<file path="config.mk">
export PLATFORM = sky130hd
export DESIGN_NAME = morse_serializer
export DESIGN_NICKNAME = d
export VERILOG_FILES = /design/src/rtl/morse_serializer.sv
export SDC_FILE = /design/constraint.sdc
export NUM_CORES = 1
export LEC_CHECK = 0
export ABC_AREA = 1
export CORE_ASPECT_RATIO = 0.9
export CORE_MARGIN = 5
export CORE_UTILIZATION = 48
export DETAILED_ROUTE_END_ITERATION = 10
export PLACE_DENSITY = 0.82
export SYNTH_ARGS = -nofsm -noshare
export SYNTH_HDL_FRONTEND = slang
export SYNTH_SLANG_ARGS = --single-unit
</file>
<file path="constraint.sdc">
create_clock -name clk -period 1.83 [get_ports clk]
set_input_delay 0.2745 -clock clk [delete_from_list [all_inputs] [get_ports clk]]
set_output_delay 0.2745 -clock clk [all_outputs]
set_load 0.02 [all_outputs]
</file>
<file path="src/rtl/morse_serializer.sv">
// Morse serializer: accepts a packet of BCD digits over valid/ready and keys
// each digit out on key_out as five dot/dash symbols with standard unit timing.
// Digits >= 10 are skipped and flagged on err rather than sent as '0'.
module morse_serializer #(
   parameter int unsigned NUM_DIGITS  = 4,
   parameter int unsigned UNIT_CYCLES = 4,
   parameter bit          WORD_GAP_EN = 1'b1
) (
   input  logic                               clk,
   input  logic                               reset,
   input  logic                               in_valid,
   output logic                               in_ready,
   input  logic [4*NUM_DIGITS-1:0]            in_digits,
   input  logic [$clog2(NUM_DIGITS+1)-1:0]    in_len,
   output logic                               key_out,
   output logic                               busy,
   output logic [4:0]                         cur_code,
   output logic                               done,
   output logic                               err
);

   localparam int unsigned LW = $clog2(NUM_DIGITS + 1);
   localparam int unsigned CW = $clog2(7 * UNIT_CYCLES + 1);
   localparam int unsigned DW = 4 * NUM_DIGITS;

   // Counter reload values are "cycles minus one" since the counter ends at zero.
   localparam logic [CW-1:0] DOT_LAST  = CW'(UNIT_CYCLES - 1);
   localparam logic [CW-1:0] DASH_LAST = CW'(3 * UNIT_CYCLES - 1);
   localparam logic [CW-1:0] WORD_LAST = CW'(7 * UNIT_CYCLES - 1);

   typedef enum logic [2:0] {
      S_IDLE,
      S_MARK,
      S_SYM_GAP,
      S_DIG_GAP,
      S_WORD_GAP
   } state_t;

   state_t          state, state_n;
   logic [CW-1:0]   cnt, cnt_n;
   logic [2:0]      sym, sym_n;
   logic [LW-1:0]   dig, dig_n;
   logic [DW-1:0]   digits_q, digits_n;
   logic [LW-1:0]   len_q, len_n;
   logic [4:0]      code_n;
   logic            err_n;
   logic            done_n;

   logic            len_bad;
   logic            acc_found, acc_skip;
   logic [LW-1:0]   acc_idx;
   logic [4:0]      acc_code;
   logic            nxt_found, nxt_skip;
   logic [LW-1:0]   nxt_idx;
   logic [4:0]      gap_code;

   // Five-symbol Morse pattern for a BCD digit, bit4 sent first, 1 = dot.
   function automatic logic [4:0] encode(input logic [3:0] d);
      logic [4:0] c;
      case (d)
         4'd0:    c = 5'b00000;
         4'd1:    c = 5'b10000;
         4'd2:    c = 5'b11000;
         4'd3:    c = 5'b11100;
         4'd4:    c = 5'b11110;
         4'd5:    c = 5'b11111;
         4'd6:    c = 5'b01111;
         4'd7:    c = 5'b00111;
         4'd8:    c = 5'b00011;
         4'd9:    c = 5'b00001;
         default: c = 5'b00000;
      endcase
      return c;
   endfunction

   // Symbol s of a code, s = 0 being the first symbol keyed.
   function automatic logic code_bit(input logic [4:0] c, input logic [2:0] s);
      logic b;
      case (s)
         3'd0:    b = c[4];
         3'd1:    b = c[3];
         3'd2:    b = c[2];
         3'd3:    b = c[1];
         default: b = c[0];
      endcase
      return b;
   endfunction

   // Counter reload for a mark: dot is one unit, dash three.
   function automatic logic [CW-1:0] mark_last(input logic is_dot);
      return is_dot ? DOT_LAST : DASH_LAST;
   endfunction

   // First valid digit at or after start within len; flags any invalid digit
   // passed over (including trailing invalid digits when nothing valid remains).
   function automatic void find_next(
      input  logic [DW-1:0] dg,
      input  logic [LW-1:0] len,
      input  logic [LW-1:0] start,
      output logic          found,
      output logic          skipped,
      output logic [LW-1:0] idx
   );
      found   = 1'b0;
      skipped = 1'b0;
      idx     = '0;
      for (int k = 0; k < int'(NUM_DIGITS); k++) begin
         if (!found && (k >= int'(start)) && (k < int'(len))) begin
            if (dg[4*k +: 4] < 4'd10) begin
               found = 1'b1;
               idx   = LW'(k);
            end else begin
               skipped = 1'b1;
            end
         end
      end
   endfunction

   // Digit lookahead for packet accept and for the end of each emitted digit.
   always_comb begin
      len_bad = (in_len == '0) || (32'(in_len) > NUM_DIGITS);
      find_next(in_digits, in_len, '0, acc_found, acc_skip, acc_idx);
      find_next(digits_q, len_q, dig + LW'(1), nxt_found, nxt_skip, nxt_idx);
      acc_code = encode(in_digits[4*acc_idx +: 4]);
      gap_code = encode(digits_q[4*dig +: 4]);
   end

   // Next-state and datapath logic; the digit load is folded into the
   // accept and inter-digit-gap transitions so it costs no cycle.
   always_comb begin
      state_n  = state;
      cnt_n    = cnt;
      sym_n    = sym;
      dig_n    = dig;
      digits_n = digits_q;
      len_n    = len_q;
      code_n   = cur_code;
      err_n    = err;
      done_n   = 1'b0;

      case (state)
         S_IDLE: begin
            if (in_valid && in_ready) begin
               digits_n = in_digits;
               len_n    = in_len;
               err_n    = 1'b0;
               if (len_bad) begin
                  err_n  = 1'b1;
                  done_n = 1'b1;
               end else begin
                  if (acc_skip) begin
                     err_n = 1'b1;
                  end
                  if (acc_found) begin
                     state_n = S_MARK;
                     dig_n   = acc_idx;
                     sym_n   = 3'd0;
                     code_n  = acc_code;
                     cnt_n   = mark_last(acc_code[4]);
                  end else if (WORD_GAP_EN) begin
                     state_n = S_WORD_GAP;
                     cnt_n   = WORD_LAST;
                  end else begin
                     done_n = 1'b1;
                  end
               end
            end
         end

         S_MARK: begin
            if (cnt == '0) begin
               if (sym == 3'd4) begin
                  if (nxt_skip) begin
                     err_n = 1'b1;
                  end
                  if (nxt_found) begin
                     state_n = S_DIG_GAP;
                     dig_n   = nxt_idx;
                     cnt_n   = DASH_LAST;
                  end else if (WORD_GAP_EN) begin
                     state_n = S_WORD_GAP;
                     cnt_n   = WORD_LAST;
                  end else begin
                     state_n = S_IDLE;
                     done_n  = 1'b1;
                  end
               end else begin
                  state_n = S_SYM_GAP;
                  cnt_n   = DOT_LAST;
               end
            end else begin
               cnt_n = cnt - CW'(1);
            end
         end

         S_SYM_GAP: begin
            if (cnt == '0) begin
               state_n = S_MARK;
               sym_n   = sym + 3'd1;
               cnt_n   = mark_last(code_bit(cur_code, sym + 3'd1));
            end else begin
               cnt_n = cnt - CW'(1);
            end
         end

         S_DIG_GAP: begin
            if (cnt == '0) begin
               state_n = S_MARK;
               sym_n   = 3'd0;
               code_n  = gap_code;
               cnt_n   = mark_last(gap_code[4]);
            end else begin
               cnt_n = cnt - CW'(1);
            end
         end

         S_WORD_GAP: begin
            if (cnt == '0) begin
               state_n = S_IDLE;
               done_n  = 1'b1;
            end else begin
               cnt_n = cnt - CW'(1);
            end
         end

         default: begin
            state_n = S_IDLE;
         end
      endcase
   end

   // State register.
   always_ff @(posedge clk) begin
      if (!reset) begin
         state <= S_IDLE;
      end else begin
         state <= state_n;
      end
   end

   // Datapath and registered outputs, derived from the next state.
   always_ff @(posedge clk) begin
      if (!reset) begin
         cnt      <= '0;
         sym      <= '0;
         dig      <= '0;
         digits_q <= '0;
         len_q    <= '0;
         cur_code <= '0;
         err      <= 1'b0;
         done     <= 1'b0;
         key_out  <= 1'b0;
         in_ready <= 1'b1;
         busy     <= 1'b0;
      end else begin
         cnt      <= cnt_n;
         sym      <= sym_n;
         dig      <= dig_n;
         digits_q <= digits_n;
         len_q    <= len_n;
         cur_code <= code_n;
         err      <= err_n;
         done     <= done_n;
         key_out  <= (state_n == S_MARK);
         in_ready <= (state_n == S_IDLE);
         busy     <= (state_n != S_IDLE);
      end
   end

endmodule
</file>
* Word-level counts from Yosys, hierarchy flattened
Memories as Yosys holds them, arrays and structs flattened.
Index checks and enable logic that the tools add are counted.
** Word-level totals
- Register bits :: 43
- Bits in latches :: 0
- Bits in writable memories :: 0
- Bits in read-only memories :: 160
- Input port bits :: 22
- Output and inout bits :: 10
- Word-level logic and storage cells :: 192
- Memories kept :: 2
** Cells by class
- $add $sub $neg :: 3
- Multipliers :: 0
- Divide/modulo/power cells :: 0
- Magnitude comparators :: 21
- Eq/ne operators :: 19
- Shifts and indexed selects :: 2
- Muxes and demuxes :: 98
- Bitwise operators :: 0
- Reduce and logical (&&, ||, !) cells :: 35
** Memory list
- (name not given) :: depth 16, bits a word 5, read ports 1, clocked after Yosys merged registers in 0, write ports 0, RTL line 60 : case (d)
- (name not given) :: depth 16, bits a word 5, read ports 1, clocked after Yosys merged registers in 0, write ports 0, RTL line 60
** Operators with widths (number)
- 3-bit 2-to-1 mux :: 27
- 5-bit 2-to-1 mux :: 13
- 1-bit 2-to-1 mux :: 47
- 4-bit < comparator (second input constant) :: 8
- 16-bit by 6-bit indexed part select with 4-bit output :: 2
- 5-bit one-hot mux with 5 select lines :: 1
- 2-bit inequality test (second input constant) :: 10
- 3-bit by 2-bit equality test with 1-bit output (second input constant) :: 4
- 3-bit logical NOT :: 4
- 1-bit by 3-bit < comparator with 1-bit output (first input constant) :: 4
- 2-bit by 3-bit < comparator with 1-bit output (first input constant) :: 4
- 4-bit 2-to-1 mux :: 3
- 3-bit one-hot mux with 4 select lines :: 1
- 1-bit logical AND :: 11
- 5-bit one-hot mux with 2 select lines :: 1
- 5-bit AND reduction :: 2
- 3-bit by 1-bit equality test with 1-bit output (second input constant) :: 3
- 3-bit one-hot mux with 3 select lines :: 1
- 7-bit AND reduction :: 1
- 3-bit by 1-bit adder with 3-bit output (second input constant) :: 2
- 3-bit equality test (second input constant) :: 2
- 1-bit by 3-bit greater-or-equal comparator with 1-bit output (first input constant) :: 2
- 2-bit by 3-bit greater-or-equal comparator with 1-bit output (first input constant) :: 2
- 1-bit logical NOT :: 6
- other kinds (14) :: 17

* Longest topological paths before layout
Gate-level depths: netlist (run 1).
- Depth in word-level cells :: 21
- Gate-level depth with buffers :: 14
- Depth with buffers taken out :: 14

* Least setup slack after synthesis (run 1)
No wires, ideal clock.
- Path type :: reg-to-reg
- Start :: register cnt[0]
- End :: register sym[0]
- Library setup time :: 0.134 ns
- Data arrival time :: 1.589 ns
- Required time :: 1.696 ns
- Setup slack :: 0.107 ns
- Stages on the path, launching flop included :: 14
- Buffers on the path :: 0
- Clock period less this slack :: 1.723 ns
- Cells stage by stage :: dfxtp_1 > inv_1 > ha_1 > inv_1 > nor3_1 > inv_1 > nor2_2 > inv_2 > nand2_1 > nand2_1 > a31oi_1 > nand2_1 > a21oi_1 > a211oi_1
** Between the ends
- Cells in the longest elaborated chain, start to end :: 3
- Elaborated cells between the ends (all ways) :: 4
- Classes of those cells :: 2 x eq/ne; 2 x reduce/logical
** Ends and longest elaborated chain
- from (decl) :: RTL line 40 : logic [CW-1:0] cnt, cnt_n;
- from (signal assigned) :: RTL line 256 : cnt <= cnt_n;
- 5-bit logical NOT * :: RTL line 197, 207
- 2-bit inequality test (no line)
- 6-bit AND reduction (no line) *
- to (signal assigned) :: RTL line 257 : sym <= sym_n;
- to (decl) :: RTL line 41 : logic [2:0] sym, sym_n;
Mark *: on every way between the ends. The rest lies on a longest branch, timed or not.
A chain may end at the register's enable or synchronous reset.

* Worst setup path in the final report (run 1)
- Start :: register cnt[1]
- End :: register key_out
** Between the ends
- Cells in the longest elaborated chain, start to end :: 4
- Elaborated cells between the ends (all ways) :: 6
- Classes of those cells :: 1 x eq/ne; 4 x mux; 1 x reduce/logical
** Ends and longest elaborated chain
- 5-bit logical NOT *
- 3-bit 2-to-1 mux, on equally long branches
- 3-bit one-hot mux with 4 select lines * :: RTL line 141 : case (state)
- 3-bit by 1-bit equality test with 1-bit output * :: RTL line 264 : key_out <= (state_n == S_MARK);
- to (signal assigned) :: RTL line 264
- to (decl) :: RTL line 15 : output logic key_out,
Marked as above.

==> metrics.txt, run 1 <==
most used flip-flop cell after synthesis=dfxtp_1; min setup slack post-route=-0.187 ns; most repeated cell in the gate-level netlist after synthesis=nand2_1; number of distinct library cells after synthesis=39; critical path launch point type=flop; fraction of met1 tracks used by global routing=30.8%; Slew Limit Headroom=70.9%; per-cell via count in the routed design=5.88; cell types occupying the most area after synthesis=dfxtp_1 31%, nand2_1 12%, a21oi_1 7.4%; share of power burned in registers=31.9%; proportion of register bits with asynchronous set or reset after synthesis=0%; Final period util=110%; overall overflow remaining after global route=0; Worst Hold Class=primary input to flop; Critical Path Fanout Max=7; # setup viols final=16; antenna violation net count after detailed routing=0; post-detailed-placement cell area=3500 um^2; Die Footprint=7360 um^2; worst-margin pin slew=0.432 ns; half-perimeter wire length after detailed placement=6510 um; post-route DRC violation count=0; clock slew at the register clock pins of the worst setup and hold paths=0.09 ns; max-capacitance violation count=0; layout cells sized above 1=36.4%; final design area excluding fillers=4200 um^2; filler instances=385; GR Util met2=42.3%; synth cell count leaders=88 x nand2_1, 53 x inv_1, 46 x nor2_1; via count of the first global-routing pass=3278; Gate power share=46.4%; Detailed Route Iter0 Violations=525; instance count of the mapped netlist=427; most used routing layer=met2; largest net degree at the start of global routing=32; final critical path time including I/O delays and setup=2.02 ns; worst slack on hold paths=0.377 ns; portion of the post-synthesis area used by sequential elements=30.5%; synthesis-to-finish area growth=52.2%; library cell occupying the most area in the post-synthesis netlist=dfxtp_1; arrival time worst endpoint=2.24 ns; GP Congestion=1.01; antenna violations before repair=0; number of buffers added by the clock tree synthesis step=5; static leakage=1.92 nW; Yosys warning count=0; clock tree buffer depth=2; height of the die=81.9 um; ports placed on the boundary=32; worst setup path category=flop to flop; setup repair after global routing missed its margin=yes; Internal Power=2.17 mW; Max Freq=496 MHz; DRT Wirelength=10500 um; met3 Use GR=4.21%; count of buffers from port buffering=31; number of max-slew violations in the final report=0; Yosys reg bits=42; placeable core area=5630 um^2; worst skew pair latency=0.31 ns; area of the mapped netlist=2760 um^2; Setup Total Neg Slack=-0.899 ns; number of hold violations in the final report=0; status=complete, but fails checks; global-route usage over all layers=24.7%; top cell type's share of synthesized area=30.5%; clock sink total=42; htree depth=2; Via Count=3557; switching power of the nets=1.41 mW; cell chosen for the clock root=clkbuf_8; Diodes inserted=0; area occupied by registers=845 um^2; power density over cell area=852 nW/um^2; average wire per cell in the routed design=17.4 um; TritonRoute pass-1 iters=6; final-stage net count=563; peak ir drop on the vdd network=0.547 mV; total area of multi-input combinational cells=2010 um^2; element type at the critical path end=flop; Initial Utilization=49.0%; clock power share=21.7%; average cell area after synthesis=6.46 um^2; failing checks=negative setup slack; global-route wire length before repair=14900 um; switching portion of total power=39.5%; width of the chip=89.9 um; required time at the endpoint of the critical path=2.06 ns; worst slack at placement=-0.579 ns; Fin Clk Skew=0.00839 ns; net count of the mapped netlist=455; number of placement rows=26; Post-synth EDFFs=0; CTS tree=done; core utilization of the finished layout=74.6%
## critical path, stage by stage (launching register included)
cell and delay (ns):
dfxtp_1 0.31, inv_2 0.07, ha_4 0.14, inv_2 0.04
nor3_2 0.16, inv_2 0.07, nor2_4 0.18, clkinv_4 0.14
buf_4 0.16, o21ai_0 0.36, a211oi_2 0.14, nor3_1 0.17
## path summary, 6_finish.rpt
| kind | start | endpoint | slack (ns) | cells past startpoint |
|---|---|---|---|---|
| min | in_digits[2] | digits_q[2] | 0.38 | 3 |
| max | cnt[1] | key_out | -0.19 | 11 |
| min reg2reg | digits_q[0] | digits_q[0] | 0.47 | 2 |
| max reg2reg | cnt[1] | key_out | -0.19 | 11 |
## per-stage QoR
| step | std cells | power [mW] |
|---|---|---|
| floorplan | 427 | 1.88 |
| global placement | 570 | 2.35 |
| detailed placement | 570 | 2.39 |
| CTS | 587 | 3.27 |
| global route | 605 | 3.74 |
| finish | 605 | 3.58 |
## kinds of logic (layout without fill, tap and decap cells)
family                   after synthesis  count (layout)  synth area share [%]
flip-flops                            42              42                  30.5
AND/OR/NAND/NOR                      202             203                  34.8
AO/OA/AOI/OAI                        105             105                  21.4
XOR/XNOR                               2               2                 0.636
adder cells (fa/ha/maj)                6               6                  2.72
buffers and inverters                 70             177                  9.90
## power groups by stage
| stage | Clock [mW] | Combinational [mW] | Sequential, mW |
|---|---|---|---|
| floorplan | 0 | 0.715 | 1.16 |
| global placement | 0 | 1.20 | 1.14 |
| detailed placement | 0 | 1.24 | 1.15 |
| CTS | 0.774 | 1.36 | 1.13 |
| global route | 0.812 | 1.78 | 1.16 |
| finish | 0.775 | 1.66 | 1.14 |
## repair_timing
item	CTS	global route
gates resized for setup	60	74
cloned	1	0
pin swaps	23	40
setup endpoints to repair	17	35
buffers inserted	9	18
hold buffers	0	0
## state kept, by name, indices dropped and copies added, names as in the netlist
signal,cells
digits_q,16
cnt,5
cur_code,5
len_q,3
state,3
sym,3
dig,2
busy,1
done,1
err,1
in_ready,1
key_out,1
## area by class of cell
type	count	area share, %
Inverter	61	5.75
Multi-Input combinational cell	316	47.8
Timing Repair Buffer	109	21.6
Sequential cell	42	20.1
Clock buffer	6	1.97
Clock inverter	1	0.716
Tap cell	70	2.09
## routing by layer
metal / wire, um / vias to the layer above
met2: 5020 / 225
met4: 427 / 0
met3: 917 / 53
met5: 0 / -
met1: 4180 / 1643
li1: - / 1636
## cells in the final DEF (no fill, tap or decap), types with 2 or more instances in the layout
master	n
buf_4	71
nand2_1	69
inv_1	45
dfxtp_1	39
nor2_1	38
o21ai_0	33
a21oi_1	31
nand3_1	22
clkdlybuf4s50_1	16
nand2_2	15
nand3_2	15
inv_2	12
nor2_4	9
nand2_4	9
a21oi_2	8
dlygate4sd2_1	8
nor2_2	7
o21ai_2	7
nand4_1	7
buf_6	7
clkbuf_8	6
ha_1	5
o21ai_1	4
nor3_2	4
o211ai_1	3
a31oi_1	3
dfxtp_2	3
clkbuf_2	3
dlymetal6s2s_1	3
nand3_4	2
o21ai_4	2
a211oi_2	2
a21oi_4	2
xnor2_1	2
o41ai_1	2
nor3_1	2
No activity file was read; power rests on OpenSTA's default activity.
==> inputs of run 2 (changes only) <==
- CTS_CLUSTER_DIAMETER: unset -> 100
- SLEW_MARGIN: unset -> 15
==> results of run 2 <==
Final layout, timing and power as in run 1 (identical DEF).
==> inputs of run 3 (changes only) <==
- PLACE_DENSITY: 0.82 -> 0.72
- clock period: 1.83 -> 2.15 ns (I/O delays scaled with it)
==> run 3 against run 2 <==
  * Core utilization decreased by 11 points
  * Routed wire length decreased by 24%
  * Die area unchanged
  * Clock skew decreased by 0.0049 ns
  * The run now ends clean
  * Setup slack improved by 0.28 ns
  * Register-to-register slack improved by 0.36 ns
  * Sequential share of layout area increased by 3.3 points
  * Cell count decreased by 6.3%
  * Sequential power decreased by 15%
==> metrics.txt, run 3 (synthesis results as in run 1) <==
required time at the endpoint of the critical path=2.33 ns; final-stage net count=524; number of placement rows=26; clock tree buffer depth=2; filler instances=526; Worst path most repeated cell=nand2_1; layout cells sized above 1=19.1%; switching power of the nets=0.984 mW; worst slack at placement=-0.231 ns; CTS tree=done; synthesis-to-finish area growth=30.3%; number of flip-flops under the largest register name=16; global-route wire length before repair=13400 um; # setup viols final=0; critical path launch point type=primary input; via count of the first global-routing pass=2862; ports placed on the boundary=32; Gate power share=40.7%; peak ir drop on the vdd network=0.596 mV; number of max-slew violations in the final report=0; Setup Total Neg Slack=0 ns; largest register by flop count=digits_q; largest registers=digits_q: 16 flops, cnt: 5 flops, cur_code: 5 flops; peak per-stage delay on the critical path=0.43 ns; worst setup path category=primary input to flop; height of the die=81.9 um; # placed instances=558; cell family with most CP delay=simple AND/OR/NAND/NOR gates; overall overflow remaining after global route=0; most frequent cells in the layout=84 x nand2_1, 51 x inv_1, 43 x nor2_1; Worst Hold Class=primary input to flop; count of buffers from port buffering=31; number of buffers added by the clock tree synthesis step=5; launching point of the worst reg2reg path=cnt[0]; worst min-delay path startpoint=in_digits[2]; post-route non-filler standard cell count=567; Fin Clk Skew=0.00352 ns; per-cell via count in the routed design=5.37; placeable core area=5630 um^2; Critical Path Fanout Max=8; global-route usage over all layers=22.0%; width of the chip=89.9 um; post-route DRC violation count=0; slowest cell on the critical path=clkdlybuf4s50_1; cell-by-cell trace of the critical path=clkdlybuf4s50_1, nor2_2, nand2_2, o21ai_4, nand4_1, buf_4, nand2_4, nand3_2, nand2_1, inv_2, a21oi_1, nand2_1, nand2_1, a21oi_1; htree depth=2; Final period util=95.6%; power density over cell area=704 nW/um^2; status=finished clean; Max Freq=486 MHz; final critical path time including I/O delays and setup=2.06 ns; cell chosen for the clock root=clkbuf_8; largest net degree at the start of global routing=32; clock slew at the register clock pins of the worst setup and hold paths=0.08 ns; static leakage=1.66 nW; antenna violation net count after detailed routing=0; GP Congestion=0.958; Initial Utilization=49.0%; Slew Limit Headroom=71.7%; arrival time worst endpoint=2.24 ns; Diodes inserted=0; WP buf/inv=3; Internal Power=1.55 mW; Die Footprint=7360 um^2; Detailed Route Iter0 Violations=211; most common library cell in the layout ignoring fill and taps=nand2_1; max-capacitance violation count=0; antenna violations before repair=0; share of power burned in registers=38.3%; worst-margin pin slew=0.425 ns; worst setup path start=in_len[1]; Via Count=3046; switching portion of total power=38.9%; clock power share=21.0%; worst skew pair latency=0.29 ns; clock sink total=42; element type at the critical path end=flop; cts-stage hold buffer count=0; min setup slack post-route=0.0935 ns; DRT Wirelength=7980 um; Pwr Total=2.53 mW; average wire per cell in the routed design=14.1 um; TritonRoute pass-1 iters=5; number of hold violations in the final report=0; half-perimeter wire length after detailed placement=6350 um
==> run 3: cell count changes in the layout (fill, tap and decap cells not counted), moves of 9 or more <==
cell / delta
nand2_1: +15
nand2_2: -9
buf_4: -33
clkdlybuf4s50_1: +12
a21oi_1: +10
==> run 3: worst min-delay path, delay by kind of cell <==
kind | cells | cell delay (ns)
AO/OA/AOI/OAI | 1 | 0.08
buffers and inverters | 2 | 0.28
==> run 3: routing by layer <==
| metal | vias to the layer above | share of wire [%] | global-route usage, % |
|---|---|---|---|
| met4 | 0 | 1.1 | 4.61 |
| li1 | 1559 | - | - |
| met3 | 8 | 6.6 | 5.59 |
| met5 | - | 0 | 0 |
| met2 | 78 | 45 | 36.3 |
| met1 | 1401 | 47 | 29.3 |
==> run 3: through the flow <==
stage / hold slack, ns / util, % / area (um^2)
after CTS: 0.462 / 62.2 / 3500
final: 0.440 / 63.8 / 3590
after detailed placement: 0.451 / 60.6 / 3410
after floorplan: 0.422 / - / 2760
after global placement: 0.443 / 60.6 / 3410
after global routing: 0.453 / 63.8 / 3590
==> run 3: what timing repair did <==
| item | 4_1_cts | 5_1_grt |
|---|---|---|
| setup buffers | 0 | 1 |
| setup endpoints to repair | 0 | 12 |
| resized for setup | 0 | 26 |
==> run 3: worst paths after layout <==
path	end	slack, ns	cells past startpoint
max	cnt[3]	0.09	14
min	digits_q[2]	0.44	3
max reg2reg	sym[1]	0.17	13
min reg2reg	digits_q[0]	0.46	2
==> run 3: final cells by class <==
cell class                      count  area, um^2  share of cell area (%)
Sequential cell                    42         842                    23.4
Clock inverter                      1        5.00                   0.139
Multi-Input combinational cell    315        1710                    47.6
Clock buffer                        7        86.3                    2.40
Inverter                           61         234                    6.51
Timing Repair Buffer               71         626                    17.4
Tap cell                           70        87.6                    2.44
==> run 3: power by group through the flow <==
stage	clock (mW)	combinational (mW)	sequential [mW]
6_report	0.531	1.03	0.968
5_1_grt	0.582	1.15	0.984
4_1_cts	0.539	0.990	0.966
3_5_place_dp	0	0.985	0.983
3_3_place_gp	0	0.965	0.981
2_1_floorplan	0	0.609	0.989
